## src/rtl/approx_product_accumulator_if.sv

```systemverilog
// Product-stream and result handshake bundle for the approximate MAC back end.
interface approx_product_accumulator_if #(
  parameter int unsigned ACC_W = 24,
  parameter int unsigned CNT_W = 8
);
  logic [15:0]      prod;
  logic             prod_valid;
  logic             prod_last;
  logic             prod_ready;
  logic [ACC_W-1:0] sum;
  logic [CNT_W-1:0] count;
  logic             sum_valid;
  logic             sum_ready;
  logic             overflow;
  logic             truncated;

  // Producer/consumer side: feeds products, takes results.
  modport master (
    output prod, prod_valid, prod_last, sum_ready,
    input  prod_ready, sum, count, sum_valid, overflow, truncated
  );

  // Accumulator side.
  modport slave (
    input  prod, prod_valid, prod_last, sum_ready,
    output prod_ready, sum, count, sum_valid, overflow, truncated
  );
endinterface

```

## src/rtl/approx_product_accumulator.sv

```systemverilog
// Saturating dot-product accumulator: sums one vector of 16-bit unsigned products,
// then holds the result until the consumer takes it.
// Legal: 17 <= ACC_W <= 32, 1 <= MAX_LEN <= 255, 2**CNT_W > MAX_LEN.
module approx_product_accumulator #(
  parameter int unsigned ACC_W   = 24,
  parameter int unsigned MAX_LEN = 16,
  parameter int unsigned CNT_W   = 8
) (
  input logic                         clk,
  input logic                         rst,
  approx_product_accumulator_if.slave bus
);

  typedef enum logic {StAccum, StDone} state_e;

  state_e           r_state, w_state_next;
  logic [ACC_W-1:0] r_acc, w_acc_next;
  logic [CNT_W-1:0] r_cnt, w_cnt_next;
  logic             r_ovf, w_ovf_next;
  logic             r_trunc, w_trunc_next;

  logic             w_accept;
  logic [ACC_W:0]   w_sum_wide;
  logic             w_sat;
  logic [ACC_W-1:0] w_acc_add;
  logic [CNT_W-1:0] w_cnt_inc;
  logic             w_hit_max;

  // Ready depends only on state and reset, never on valid or sum_ready.
  assign bus.prod_ready = (r_state == StAccum) & ~rst;
  assign w_accept       = bus.prod_valid & bus.prod_ready;

  // One extra bit catches the carry out that signals saturation.
  assign w_sum_wide = {1'b0, r_acc} + {{(ACC_W - 15){1'b0}}, bus.prod};
  assign w_sat      = w_sum_wide[ACC_W];
  assign w_acc_add  = w_sat ? {ACC_W{1'b1}} : w_sum_wide[ACC_W-1:0];
  assign w_cnt_inc  = r_cnt + 1'b1;
  assign w_hit_max  = (w_cnt_inc == CNT_W'(MAX_LEN));

  // Next-state and datapath update for both states.
  always_comb begin
    w_state_next = r_state;
    w_acc_next   = r_acc;
    w_cnt_next   = r_cnt;
    w_ovf_next   = r_ovf;
    w_trunc_next = r_trunc;
    unique case (r_state)
      StAccum: begin
        if (w_accept) begin
          w_acc_next = w_acc_add;
          w_cnt_next = w_cnt_inc;
          w_ovf_next = r_ovf | w_sat;
          if (bus.prod_last || w_hit_max) begin
            w_state_next = StDone;
            // A last flag on the length-limit beat is a normal end, not truncation.
            w_trunc_next = ~bus.prod_last;
          end
        end
      end
      StDone: begin
        if (bus.sum_ready) begin
          w_state_next = StAccum;
          w_acc_next   = '0;
          w_cnt_next   = '0;
          w_ovf_next   = 1'b0;
          w_trunc_next = 1'b0;
        end
      end
      default: w_state_next = StAccum;
    endcase
  end

  // State register.
  always_ff @(posedge clk) begin
    if (rst) begin
      r_state <= StAccum;
    end else begin
      r_state <= w_state_next;
    end
  end

  // Accumulator, element count and sticky flags.
  always_ff @(posedge clk) begin
    if (rst) begin
      r_acc   <= '0;
      r_cnt   <= '0;
      r_ovf   <= 1'b0;
      r_trunc <= 1'b0;
    end else begin
      r_acc   <= w_acc_next;
      r_cnt   <= w_cnt_next;
      r_ovf   <= w_ovf_next;
      r_trunc <= w_trunc_next;
    end
  end

  assign bus.sum       = r_acc;
  assign bus.count     = r_cnt;
  assign bus.overflow  = r_ovf;
  assign bus.truncated = r_trunc;
  assign bus.sum_valid = (r_state == StDone);

endmodule
```

## src/flat_wrapper.sv

```systemverilog
// flat-port wrapper written by rule: the top's interface ports become plain ports
module approx_product_accumulator_flat 
#(
  parameter int unsigned ACC_W   = 24,
  parameter int unsigned MAX_LEN = 16,
  parameter int unsigned CNT_W   = 8
)
  (clk, rst, bus_prod, bus_prod_valid, bus_prod_last, bus_sum_ready, bus_prod_ready, bus_sum, bus_count, bus_sum_valid, bus_overflow, bus_truncated);
  approx_product_accumulator_if #(.ACC_W(ACC_W), .CNT_W(CNT_W)) bus_i ();
  input logic clk;
  input logic rst;
  input wire logic [$bits(bus_i.prod)-1:0] bus_prod;
  input wire logic [$bits(bus_i.prod_valid)-1:0] bus_prod_valid;
  input wire logic [$bits(bus_i.prod_last)-1:0] bus_prod_last;
  input wire logic [$bits(bus_i.sum_ready)-1:0] bus_sum_ready;
  output wire logic [$bits(bus_i.prod_ready)-1:0] bus_prod_ready;
  output wire logic [$bits(bus_i.sum)-1:0] bus_sum;
  output wire logic [$bits(bus_i.count)-1:0] bus_count;
  output wire logic [$bits(bus_i.sum_valid)-1:0] bus_sum_valid;
  output wire logic [$bits(bus_i.overflow)-1:0] bus_overflow;
  output wire logic [$bits(bus_i.truncated)-1:0] bus_truncated;
  assign bus_i.prod = bus_prod;
  assign bus_i.prod_valid = bus_prod_valid;
  assign bus_i.prod_last = bus_prod_last;
  assign bus_i.sum_ready = bus_sum_ready;
  assign bus_prod_ready = bus_i.prod_ready;
  assign bus_sum = bus_i.sum;
  assign bus_count = bus_i.count;
  assign bus_sum_valid = bus_i.sum_valid;
  assign bus_overflow = bus_i.overflow;
  assign bus_truncated = bus_i.truncated;
  approx_product_accumulator #(.ACC_W(ACC_W), .MAX_LEN(MAX_LEN), .CNT_W(CNT_W)) u_core (.clk(clk), .rst(rst), .bus(bus_i));
endmodule
```

## config.mk

```make
export PLATFORM = sky130hd
export DESIGN_NAME = approx_product_accumulator_flat
export DESIGN_NICKNAME = d
export VERILOG_FILES = /design/src/rtl/approx_product_accumulator_if.sv /design/src/rtl/approx_product_accumulator.sv /design/src/flat_wrapper.sv
export SDC_FILE = /design/constraint.sdc
export NUM_CORES = 1
export LEC_CHECK = 0
export BUFFER_PORTS_ARGS = -buffer_cell sky130_fd_sc_hd__clkbuf_2
export CAP_MARGIN = 20
export CELL_PAD_IN_SITES_DETAIL_PLACEMENT = 0
export CELL_PAD_IN_SITES_GLOBAL_PLACEMENT = 1
export CORE_ASPECT_RATIO = 0.7
export CORE_MARGIN = 2
export CORE_UTILIZATION = 43
export CTS_BUF_LIST = sky130_fd_sc_hd__clkbuf_8
export CTS_CLUSTER_SIZE = 25
export DETAILED_ROUTE_END_ITERATION = 10
export PLACE_DENSITY_LB_ADDON = 0.1
export SETUP_SLACK_MARGIN = 0.1
export SYNTH_ARGS = -nofsm -noshare
export SYNTH_HDL_FRONTEND = slang
export SYNTH_SLANG_ARGS = --single-unit
```

## constraint.sdc

```tcl
create_clock -name clk -period 3.7 [get_ports clk]
set_clock_uncertainty 0.1 [all_clocks]
set_input_delay 0.555 -clock clk [delete_from_list [all_inputs] [get_ports clk]]
set_output_delay 0.555 -clock clk [all_outputs]
set_load 0.05 [all_outputs]
```

==> flow_metrics.py, run 1 <==
metrics = {
    "synthesis": {
        "syn-mean-instance-area_um2": 7.78,
        "syn_nets": 339,
        "async_flop_share_pct": 0,
        "syn_area_um2": 2330,
        "yosysUniqueCellTypes": 50,
        "synth_warnings": 0,
        "yosys_most_used_dff": "dfxtp_1",
        "ys_seq_elements": 35,
        "synth_edf_count": 0,
        "yosysSeqAreaShare_pct": 30.0,
        "syn_inst": 300,
    },
    "clock_network": {
        "root_buffer": "clkbuf_8",
        "cts_inserted_buffers": 5,
        "cts-resized-gates": 0,
        "cts.sinks": 35,
        "clock_tree.buffer_depth": 2,
        "cts_setup_buffers": 0,
        "cts_tree": "built",
        "htreeDepth": 2,
        "cts-hold-fix-buffers": 0,
        "clk_pin_slew_worst_paths_ns": 0.08,
        "insertion_delay_ns": 0.30,
    },
    "drt": {
        "drt_first_iter_violations": 115,
        "vias": 2367,
        "drc": 0,
        "ant_nets": 0,
        "wl_per_cell_um": 15.0,
        "routed_wl_um": 6400,
        "vias_per_cell": 5.56,
        "first_pass_iters": 4,
    },
    "place": {
        "dp.cells": 418,
        "place.gp.congestion": 0.800,
        "numPortBuffers": 56,
        "place_ws_ns": 0.747,
        "dpl-instance-area_um2": 2670,
        "hpwlAfterDp_um": 4850,
    },
    "pwr": {
        "p_per_area_nw_per_um2": 466,
        "p_leak_uw": 0.00123,
        "peakVddDrop_mv": 0.179,
    },
    "critical_path": {
        "criticalPathCategory": "register to register",
        "path_buf_inv": 0,
        "cp.required_ns": 3.77,
        "worstPathArrival_ns": 2.76,
        "crit_chain": "ha_1 > fa_1 > a211oi_1 > o21bai_1 > a21oi_1 > o21ai_0 > a31o_2 > xnor2_1 > a21oi_1",
        "cpLargestDelayFamily": "compound AO/OA/AOI/OAI gates",
        "cpMostUsedCell": "a21oi_1",
        "start_kind": "register",
        "slowest_delay_ns": 0.43,
        "critPathMaxFanout": 3,
        "cpMaxStageDelayCell": "fa_1",
        "endpoint_kind": "register",
    },
    "sta": {
        "setup_viol": 0,
        "fin_crit_ns": 2.69,
        "fmax_ghz": 0.372,
        "rsz0062_at_grt": "no",
        "relSlewSlack_pct": 64.1,
        "drv_slew": 0,
        "final.period_utilization_pct": 72.7,
        "finalWorstSetupSlack_ns": 1.01,
        "setup_tns_ns": 0,
        "worst_pin_slew_ns": 0.537,
        "hold_viol_final": 0,
    },
    "global_routing": {
        "grt_max_degree": 21,
        "gr-total-overflow": 0,
        "antenna_found_initial": 0,
        "grt_usage_pct": 22.0,
        "grt_pass1_vias": 2095,
        "grt_pass1_wl_um": 10600,
    },
    "final_layout": {
        "nets": 392,
        "multi_input_area_um2": 1570,
        "finalNonFillerCells": 426,
        "regArea_um2": 701,
        "postLayoutCellArea_um2": 2790,
        "final_cell_mix": "clkbuf_2 (56), a21oi_1 (44), dfxtp_1 (35)",
        "diodes": 0,
        "finish.utilization_pct": 53.3,
        "area_growth_syn_to_layout_pct": 19.5,
        "final_common_cell": "clkbuf_2",
        "drive_gt1_share_pct": 22.0,
        "fillers": 534,
    },
    "run_status": {
        "status": "completed",
    },
    "die": {
        "row_count": 22,
        "ios": 57,
        "die_h_um": 65.7,
        "core_um2": 5230,
        "fp.dieW_um": 92.1,
        "die_area_um2": 6040,
        "start_util_pct": 44.6,
    },
    "job": {
        "cap_viol_max_count": 0,
    },
    "min_path": {
        "min_path_type": "primary input to register",
    },
}
## layout make-up
cell class | count | share of cell area, %
Inverter | 1 | 0.135
Sequential cell | 35 | 25.1
Timing Repair Buffer | 59 | 10.9
Multi-Input combinational cell | 251 | 56.4
Clock buffer | 6 | 2.96
Clock inverter | 2 | 1.26
Tap cell | 72 | 3.23
## worst paths after layout
path / start / to / slack, ns / cells past startpoint
setup / recovery: u_core.bus.sum[0]$_SDFFE_PP0P_ / u_core.bus.sum[10]$_SDFFE_PP0P_ / 1.01 / 9
hold / removal: bus_prod_last / u_core.bus.truncated$_SDFFE_PP0P_ / 0.38 / 2
setup reg to reg: u_core.bus.sum[0]$_SDFFE_PP0P_ / u_core.bus.sum[10]$_SDFFE_PP0P_ / 1.01 / 9
hold reg to reg: u_core.bus.sum[15]$_SDFFE_PP0P_ / u_core.bus.sum[15]$_SDFFE_PP0P_ / 0.39 / 2
## power breakdown
part | internal, µW | total, µW | leakage, µW | switching [µW]
Clock | 218 | 367 | 0.0000612 | 149
Sequential | 407 | 437 | 0.000287 | 29.6
Combinational | 165 | 495 | 0.000885 | 330
Total | 790 | 1300 | 0.00123 | 509
## per-stage QoR
stage / total power (µW) / hold WS, ns
finish: 1300 / 0.380
global route: 1370 / 0.375
CTS: 1300 / 0.367
detailed placement: 934 / 0.372
global placement: 939 / 0.370
floorplan: 824 / 0.566
## metal layers
layer / part of all wire [%] / global-route usage (%) / up-vias
li1: - / - / 1223
met1: 58 / 35.4 / 1082
met2: 35 / 28.3 / 54
met3: 5.6 / 4.24 / 8
met4: 1.2 / 6.90 / 0
met5: 0 / 0 / -
## state kept, by name, indices dropped and copies added (netlist names)
name,count
u_core.bus.sum_valid,1
u_core.bus.count,8
u_core.bus.sum,24
u_core.bus.truncated,1
u_core.bus.overflow,1
## cell families after synthesis
group,share of synthesized area (%)
AO/OA/AOI/OAI,28.5
XOR/XNOR,5.25
AND/OR/NAND/NOR,22.3
multiplexers,1.39
buffers and inverters,2.57
flip-flops,30.0
adder cells (fa/ha/maj),9.97
## synthesized netlist by cell type, types with 2 or more instances
master / number / area (µm²)
nor2b_1: 3 / 18.8
a21o_1: 5 / 37.5
o21bai_1: 2 / 15.0
xor2_1: 5 / 43.8
and3_1: 7 / 43.8
ha_1: 17 / 213
nor3_1: 7 / 35.0
mux2_2: 2 / 22.5
clkbuf_1: 7 / 26.3
a22o_1: 2 / 17.5
xnor2_1: 9 / 78.8
buf_2: 3 / 15.0
nand3_1: 15 / 75.1
nand4_1: 2 / 12.5
nand2_1: 27 / 101
a31oi_1: 7 / 43.8
dfxtp_1: 35 / 701
a211oi_1: 5 / 37.5
o21ai_0: 28 / 140
nand2b_1: 2 / 12.5
a311oi_1: 4 / 35.0
nand3b_1: 3 / 22.5
nor2_1: 30 / 113
clkbuf_2: 3 / 15.0
and2_1: 2 / 12.5
a21oi_1: 44 / 220
## worst reg2reg max path: cells and delay by family (launching register included)
kind / cells / cell delay (ns)
compound gates: 6 / 1.33
xor+xnor: 1 / 0.13
fa+ha+maj: 2 / 0.68
flops: 1 / 0.34
(Power assumes the default switching activity.)
==> run 2, diff against run 1 <==
--- a/config.mk
+++ b/config.mk
@@ -11,7 +11,7 @@
 export CELL_PAD_IN_SITES_GLOBAL_PLACEMENT = 1
 export CORE_ASPECT_RATIO = 0.7
 export CORE_MARGIN = 2
-export CORE_UTILIZATION = 43
+export CORE_UTILIZATION = 36
 export CTS_BUF_LIST = sky130_fd_sc_hd__clkbuf_8
 export CTS_CLUSTER_SIZE = 25
 export DETAILED_ROUTE_END_ITERATION = 10
==> constraint.sdc (replaced) <==
create_clock -name clk -period 2.4 [get_ports clk]
set_clock_uncertainty 0.1 [all_clocks]
set_input_delay 0.36 -clock clk [delete_from_list [all_inputs] [get_ports clk]]
set_output_delay 0.36 -clock clk [all_outputs]
set_load 0.05 [all_outputs]
==> flow_metrics.py, run 2 (same netlist as run 1, synthesis figures left out) <==
metrics = {
    "place": {
        "hpwlAfterDp_um": 5220,
        "dp.cells": 460,
        "numPortBuffers": 56,
        "place.gp.congestion": 0.842,
    },
    "sta": {
        "fmax_ghz": 0.431,
        "final.period_utilization_pct": 96.7,
        "hold_viol_final": 0,
        "rsz0062_at_grt": "yes",
        "fin_crit_ns": 2.32,
        "setup_viol": 0,
        "drv_slew": 0,
        "worst_pin_slew_ns": 0.539,
        "relSlewSlack_pct": 64.0,
    },
    "final_layout": {
        "finalNonFillerCells": 471,
        "finish.utilization_pct": 54.5,
        "final_common_cell": "clkbuf_2",
        "regArea_um2": 722,
        "largest_register_ffs": 24,
        "multi_input_area_um2": 1880,
        "drive_gt1_share_pct": 44.8,
        "final_cell_mix": "clkbuf_2 (56), buf_4 (38), a21oi_1 (34)",
        "area_growth_syn_to_layout_pct": 45.9,
        "diodes": 0,
        "fillers": 618,
        "nets": 431,
    },
    "drt": {
        "vias_per_cell": 5.33,
        "vias": 2511,
        "routed_wl_um": 7290,
        "ant_nets": 0,
        "drc": 0,
        "first_pass_iters": 4,
        "drt_first_iter_violations": 117,
        "wl_per_cell_um": 15.5,
    },
    "die": {
        "core_um2": 6250,
        "die_h_um": 71.4,
        "fp.dieW_um": 100,
        "start_util_pct": 37.4,
        "row_count": 24,
        "die_area_um2": 7160,
        "ios": 57,
    },
    "critical_path": {
        "timing.rr.end": "u_core.bus.sum[22]$_SDFFE_PP0P_",
        "r2r_slack_ns": 0.08,
        "criticalPathCategory": "register to register",
        "endpoint_kind": "register",
        "slowest_delay_ns": 0.35,
        "cpLargestDelayFamily": "compound AO/OA/AOI/OAI gates",
        "ff2ff_path_depth": 10,
        "path_depth": 10,
        "path_buf_inv": 1,
        "cp.required_ns": 2.46,
        "reg2reg_from": "u_core.bus.sum[0]$_SDFFE_PP0P_",
        "worstPathArrival_ns": 2.38,
        "critPathMaxFanout": 4,
        "cpMaxStageDelayCell": "dfxtp_4",
        "start_kind": "register",
        "crit_chain": "ha_4 > fa_2 > a211oi_2 > o21bai_2 > a21oi_2 > a21o_2 > a21oi_4 > nor2_4 > buf_6 > a311oi_2",
    },
    "clock_network": {
        "cts_tree": "built",
        "cts-hold-fix-buffers": 0,
        "cts_inserted_buffers": 5,
        "clk_pin_slew_worst_paths_ns": 0.08,
        "clock_tree.buffer_depth": 2,
        "root_buffer": "clkbuf_8",
        "cts.sinks": 35,
        "insertion_delay_ns": 0.29,
        "htreeDepth": 2,
    },
    "pwr": {
        "p_leak_uw": 0.00147,
        "p_per_area_nw_per_um2": 639,
        "peakVddDrop_mv": 0.307,
    },
    "global_routing": {
        "gr-total-overflow": 0,
        "grt_max_degree": 21,
        "antenna_found_initial": 0,
        "grt_use_met1_pct": 33.1,
        "grtUsageMet3_pct": 4.00,
        "grt_pass1_vias": 2261,
        "met2_usage_pct": 26.6,
        "grt_pass1_wl_um": 11400,
        "grt_usage_pct": 20.2,
        "grt_busiest_layer": "met1",
    },
    "min_path": {
        "min_path_type": "primary input to register",
        "hp-start": "bus_prod_last",
        "min_path_cells": 2,
        "hold_end": "u_core.bus.truncated$_SDFFE_PP0P_",
    },
    "job": {
        "cap_viol_max_count": 0,
    },
    "run_status": {
        "status": "completed",
    },
}
## run 2: cell count changes in the layout (fill, tap and decap cells not counted), moves of 6 or more
cell     delta
buf_4      +35
dfxtp_1    -13
dfxtp_2    +11
a21oi_1    -10
a21oi_2    +10
o21ai_0    -10
ha_1        -9
ha_4        +6
## run 2: worst reg2reg max path, stage by stage (launching register included)
cell and delay (ns):
dfxtp_4 0.35, ha_4 0.16, fa_2 0.35, a211oi_2 0.28
o21bai_2 0.14, a21oi_2 0.14, a21o_2 0.21, a21oi_4 0.10
nor2_4 0.14, buf_6 0.12, a311oi_2 0.09
## run 2: layer usage
metal / wire length (µm) / vias to the layer above
li1: - / 1299
met3: 289 / 2
met1: 4080 / 1161
met4: 25 / 0
met5: 0 / -
met2: 2890 / 49
## run 2: worst max-delay path by stage
stage | startpoint | slack [ns] | to
floorplan | u_core.bus.sum[7]$_SDFFE_PP0P_ | 0.08 | u_core.bus.sum[21]$_SDFFE_PP0P_
global placement | bus_prod[6] | -0.16 | u_core.bus.sum[21]$_SDFFE_PP0P_
detailed placement | bus_prod[6] | -0.16 | u_core.bus.sum[21]$_SDFFE_PP0P_
CTS | u_core.bus.sum[0]$_SDFFE_PP0P_ | 0.09 | u_core.bus.sum[21]$_SDFFE_PP0P_
global route | u_core.bus.sum[0]$_SDFFE_PP0P_ | -0.02 | u_core.bus.sum[1]$_SDFFE_PP0P_
finish | u_core.bus.sum[0]$_SDFFE_PP0P_ | 0.08 | u_core.bus.sum[22]$_SDFFE_PP0P_
## run 2: repair_timing
| action | in CTS | in global routing |
|---|---|---|
| pin swaps | 11 | 15 |
| gates resized for setup | 15 | 52 |
| buffers inserted | 3 | 0 |
| setup endpoints to repair | 24 | 25 |
## run 2: cell type report
cell class | instances | share of cell area (%)
repair buffers | 98 | 17.9
clock buffers | 6 | 2.42
inverters | 1 | 0.110
multi-input cells | 251 | 55.2
clock inverters | 2 | 0.257
flip-flops and latches | 35 | 21.2
well taps | 78 | 2.87
## run 2: metrics by stage
stage	hold WS, ns	cell area [µm²]	worst slack, ns	total power, µW	TNS (ns)
after CTS	0.169	3190	0.0916	2080	0
final	0.176	3410	0.0796	2180	0
after detailed placement	0.367	2990	-0.157	1570	-1.16
after floorplan	0.371	2370	0.0826	1280	0
after global routing	0.190	3410	-0.0173	2310	-0.0360
after global placement	0.366	2990	-0.158	1570	-0.787
## run 2: power breakdown
group	internal, µW	leakage [µW]	total, µW	switching [µW]
combinational	422	0.00113	1030	603
sequential	635	0.000291	688	52.5
clock	228	0.0000524	465	237
==> run 3, diff against run 2 <==
--- a/config.mk
+++ b/config.mk
@@ -15,7 +15,7 @@
 export CTS_BUF_LIST = sky130_fd_sc_hd__clkbuf_8
 export CTS_CLUSTER_SIZE = 25
 export DETAILED_ROUTE_END_ITERATION = 10
-export PLACE_DENSITY_LB_ADDON = 0.1
+export PLACE_DENSITY = 0.82
 export SETUP_SLACK_MARGIN = 0.1
 export SYNTH_ARGS = -nofsm -noshare
 export SYNTH_HDL_FRONTEND = slang
==> flow_metrics.py, run 3 (same netlist as run 1, synthesis figures left out) <==
metrics = {
    "critical_path": {
        "criticalPathCategory": "register to register",
        "worstPathArrival_ns": 2.41,
        "r2r_slack_ns": 0.06,
        "endpoint_kind": "register",
        "cp.required_ns": 2.47,
        "critPathMaxFanout": 3,
        "start_kind": "register",
    },
    "drt": {
        "ant_nets": 0,
        "drc": 0,
        "vias": 2535,
        "routed_wl_um": 7090,
        "first_pass_iters": 4,
        "drt_first_iter_violations": 125,
        "vias_per_cell": 5.43,
        "wl_per_cell_um": 15.2,
    },
    "global_routing": {
        "gr-total-overflow": 0,
        "grt_pass1_vias": 2360,
        "grt_usage_pct": 20.0,
        "grt_max_degree": 18,
        "antenna_found_initial": 0,
        "grt_pass1_wl_um": 11600,
    },
    "final_layout": {
        "multi_input_area_um2": 1870,
        "diodes": 0,
        "nets": 427,
        "regArea_um2": 723,
        "finalNonFillerCells": 467,
        "postLayoutCellArea_um2": 3350,
        "area_growth_syn_to_layout_pct": 43.5,
        "final_cell_mix": "clkbuf_2 (56), a21oi_1 (38), buf_4 (36)",
        "final_common_cell": "clkbuf_2",
        "drive_gt1_share_pct": 42.2,
        "largest_register_ffs": 24,
        "fillers": 586,
    },
    "place": {
        "dpl-instance-area_um2": 2940,
        "place.gp.congestion": 0.840,
        "hpwlAfterDp_um": 5320,
        "numPortBuffers": 56,
        "dp.cells": 454,
    },
    "die": {
        "die_area_um2": 7160,
        "fp.dieW_um": 100,
        "ios": 57,
        "start_util_pct": 37.4,
        "die_h_um": 71.4,
        "core_um2": 6250,
        "row_count": 24,
    },
    "clock_network": {
        "cts.sinks": 35,
        "cts_inserted_buffers": 5,
        "clock_tree.buffer_depth": 2,
        "cts_tree": "built",
        "root_buffer": "clkbuf_8",
        "clk_pin_slew_worst_paths_ns": 0.09,
        "htreeDepth": 2,
        "cts-hold-fix-buffers": 0,
        "insertion_delay_ns": 0.29,
    },
    "sta": {
        "final.period_utilization_pct": 97.5,
        "fmax_ghz": 0.427,
        "fin_crit_ns": 2.34,
        "relSlewSlack_pct": 66.1,
        "rsz0062_at_grt": "yes",
        "drv_slew": 0,
        "worst_pin_slew_ns": 0.507,
        "setup_viol": 0,
        "hold-worst-slack_ns": 0.177,
        "hold_viol_final": 0,
    },
    "pwr": {
        "peakVddDrop_mv": 0.234,
        "total_power_uw": 2160,
        "p_leak_uw": 0.00140,
        "p_per_area_nw_per_um2": 644,
    },
    "job": {
        "cap_viol_max_count": 0,
    },
    "run_status": {
        "status": "completed",
    },
    "min_path": {
        "min_path_type": "primary input to register",
    },
}
==> run 3: cell count changes in the layout (fill, tap and decap cells not counted), moves of 3 or more <==
| cell | previous run | this run |
|---|---|---|
| ha_1 | 8 | 5 |
| buf_6 | 4 | 1 |
| a21oi_1 | 34 | 38 |
| a21oi_2 | 10 | 6 |
| ha_4 | 6 | 10 |
==> run 3: final cells by class <==
cell class	instances	area share (%)
repair buffers	93	16.8
inverters	1	0.112
multi-input cells	252	56.0
clock buffers	5	2.05
flip-flops and latches	35	21.6
well taps	78	2.91
clock inverters	3	0.598
==> run 3: final timing paths <==
kind / cells past startpoint / endpoint / from
max: 9 / u_core.bus.sum[12]$_SDFFE_PP0P_ / u_core.bus.sum[0]$_SDFFE_PP0P_
min: 2 / u_core.bus.truncated$_SDFFE_PP0P_ / bus_prod_last
max reg2reg: 9 / u_core.bus.sum[12]$_SDFFE_PP0P_ / u_core.bus.sum[0]$_SDFFE_PP0P_
min reg2reg: 2 / u_core.bus.sum[9]$_SDFFE_PP0P_ / u_core.bus.sum[9]$_SDFFE_PP0P_
==> run 3: stage by stage <==
| stage | utilization, % | setup slack [ns] | TNS, ns |
|---|---|---|---|
| after floorplan | - | 0.0826 | 0 |
| after global placement | 47.1 | -0.0613 | -0.461 |
| after detailed placement | 47.1 | -0.116 | -1.50 |
| after CTS | 49.7 | 0.0967 | 0 |
| after global routing | 53.6 | -0.0331 | -0.221 |
| final | 53.6 | 0.0598 | 0 |
==> run 3: timing repair <==
action	in CTS	in global routing
pin swaps	7	12
setup buffers	2	2
gates resized for setup	15	40
cloned	1	0
hold endpoints to repair	0	0
endpoints found under the setup margin	24	25
==> run 3: per-layer routing <==
metal / share of wire (%) / wire length [µm] / GRT usage [%]
met1: 52 / 3720 / 31.3
met3: 7.2 / 510 / 4.20
met4: 0.27 / 19 / 3.35
met5: 0 / 0 / 0
met2: 40 / 2840 / 28.4
==> run 3: worst max-delay path, stage by stage (launching register included) <==
cell and delay, ns:
dfxtp_4 0.36, ha_4 0.16, fa_2 0.36, a211oi_4 0.29, buf_4 0.15, nor4_1 0.04, a311o_1 0.36, a21oi_2 0.16
xor2_1 0.16, a21oi_1 0.08
==> run 3: power by group <==
part,internal (µW),switching [µW]
registers,635,62.1
clock network,202,242
logic,425,591
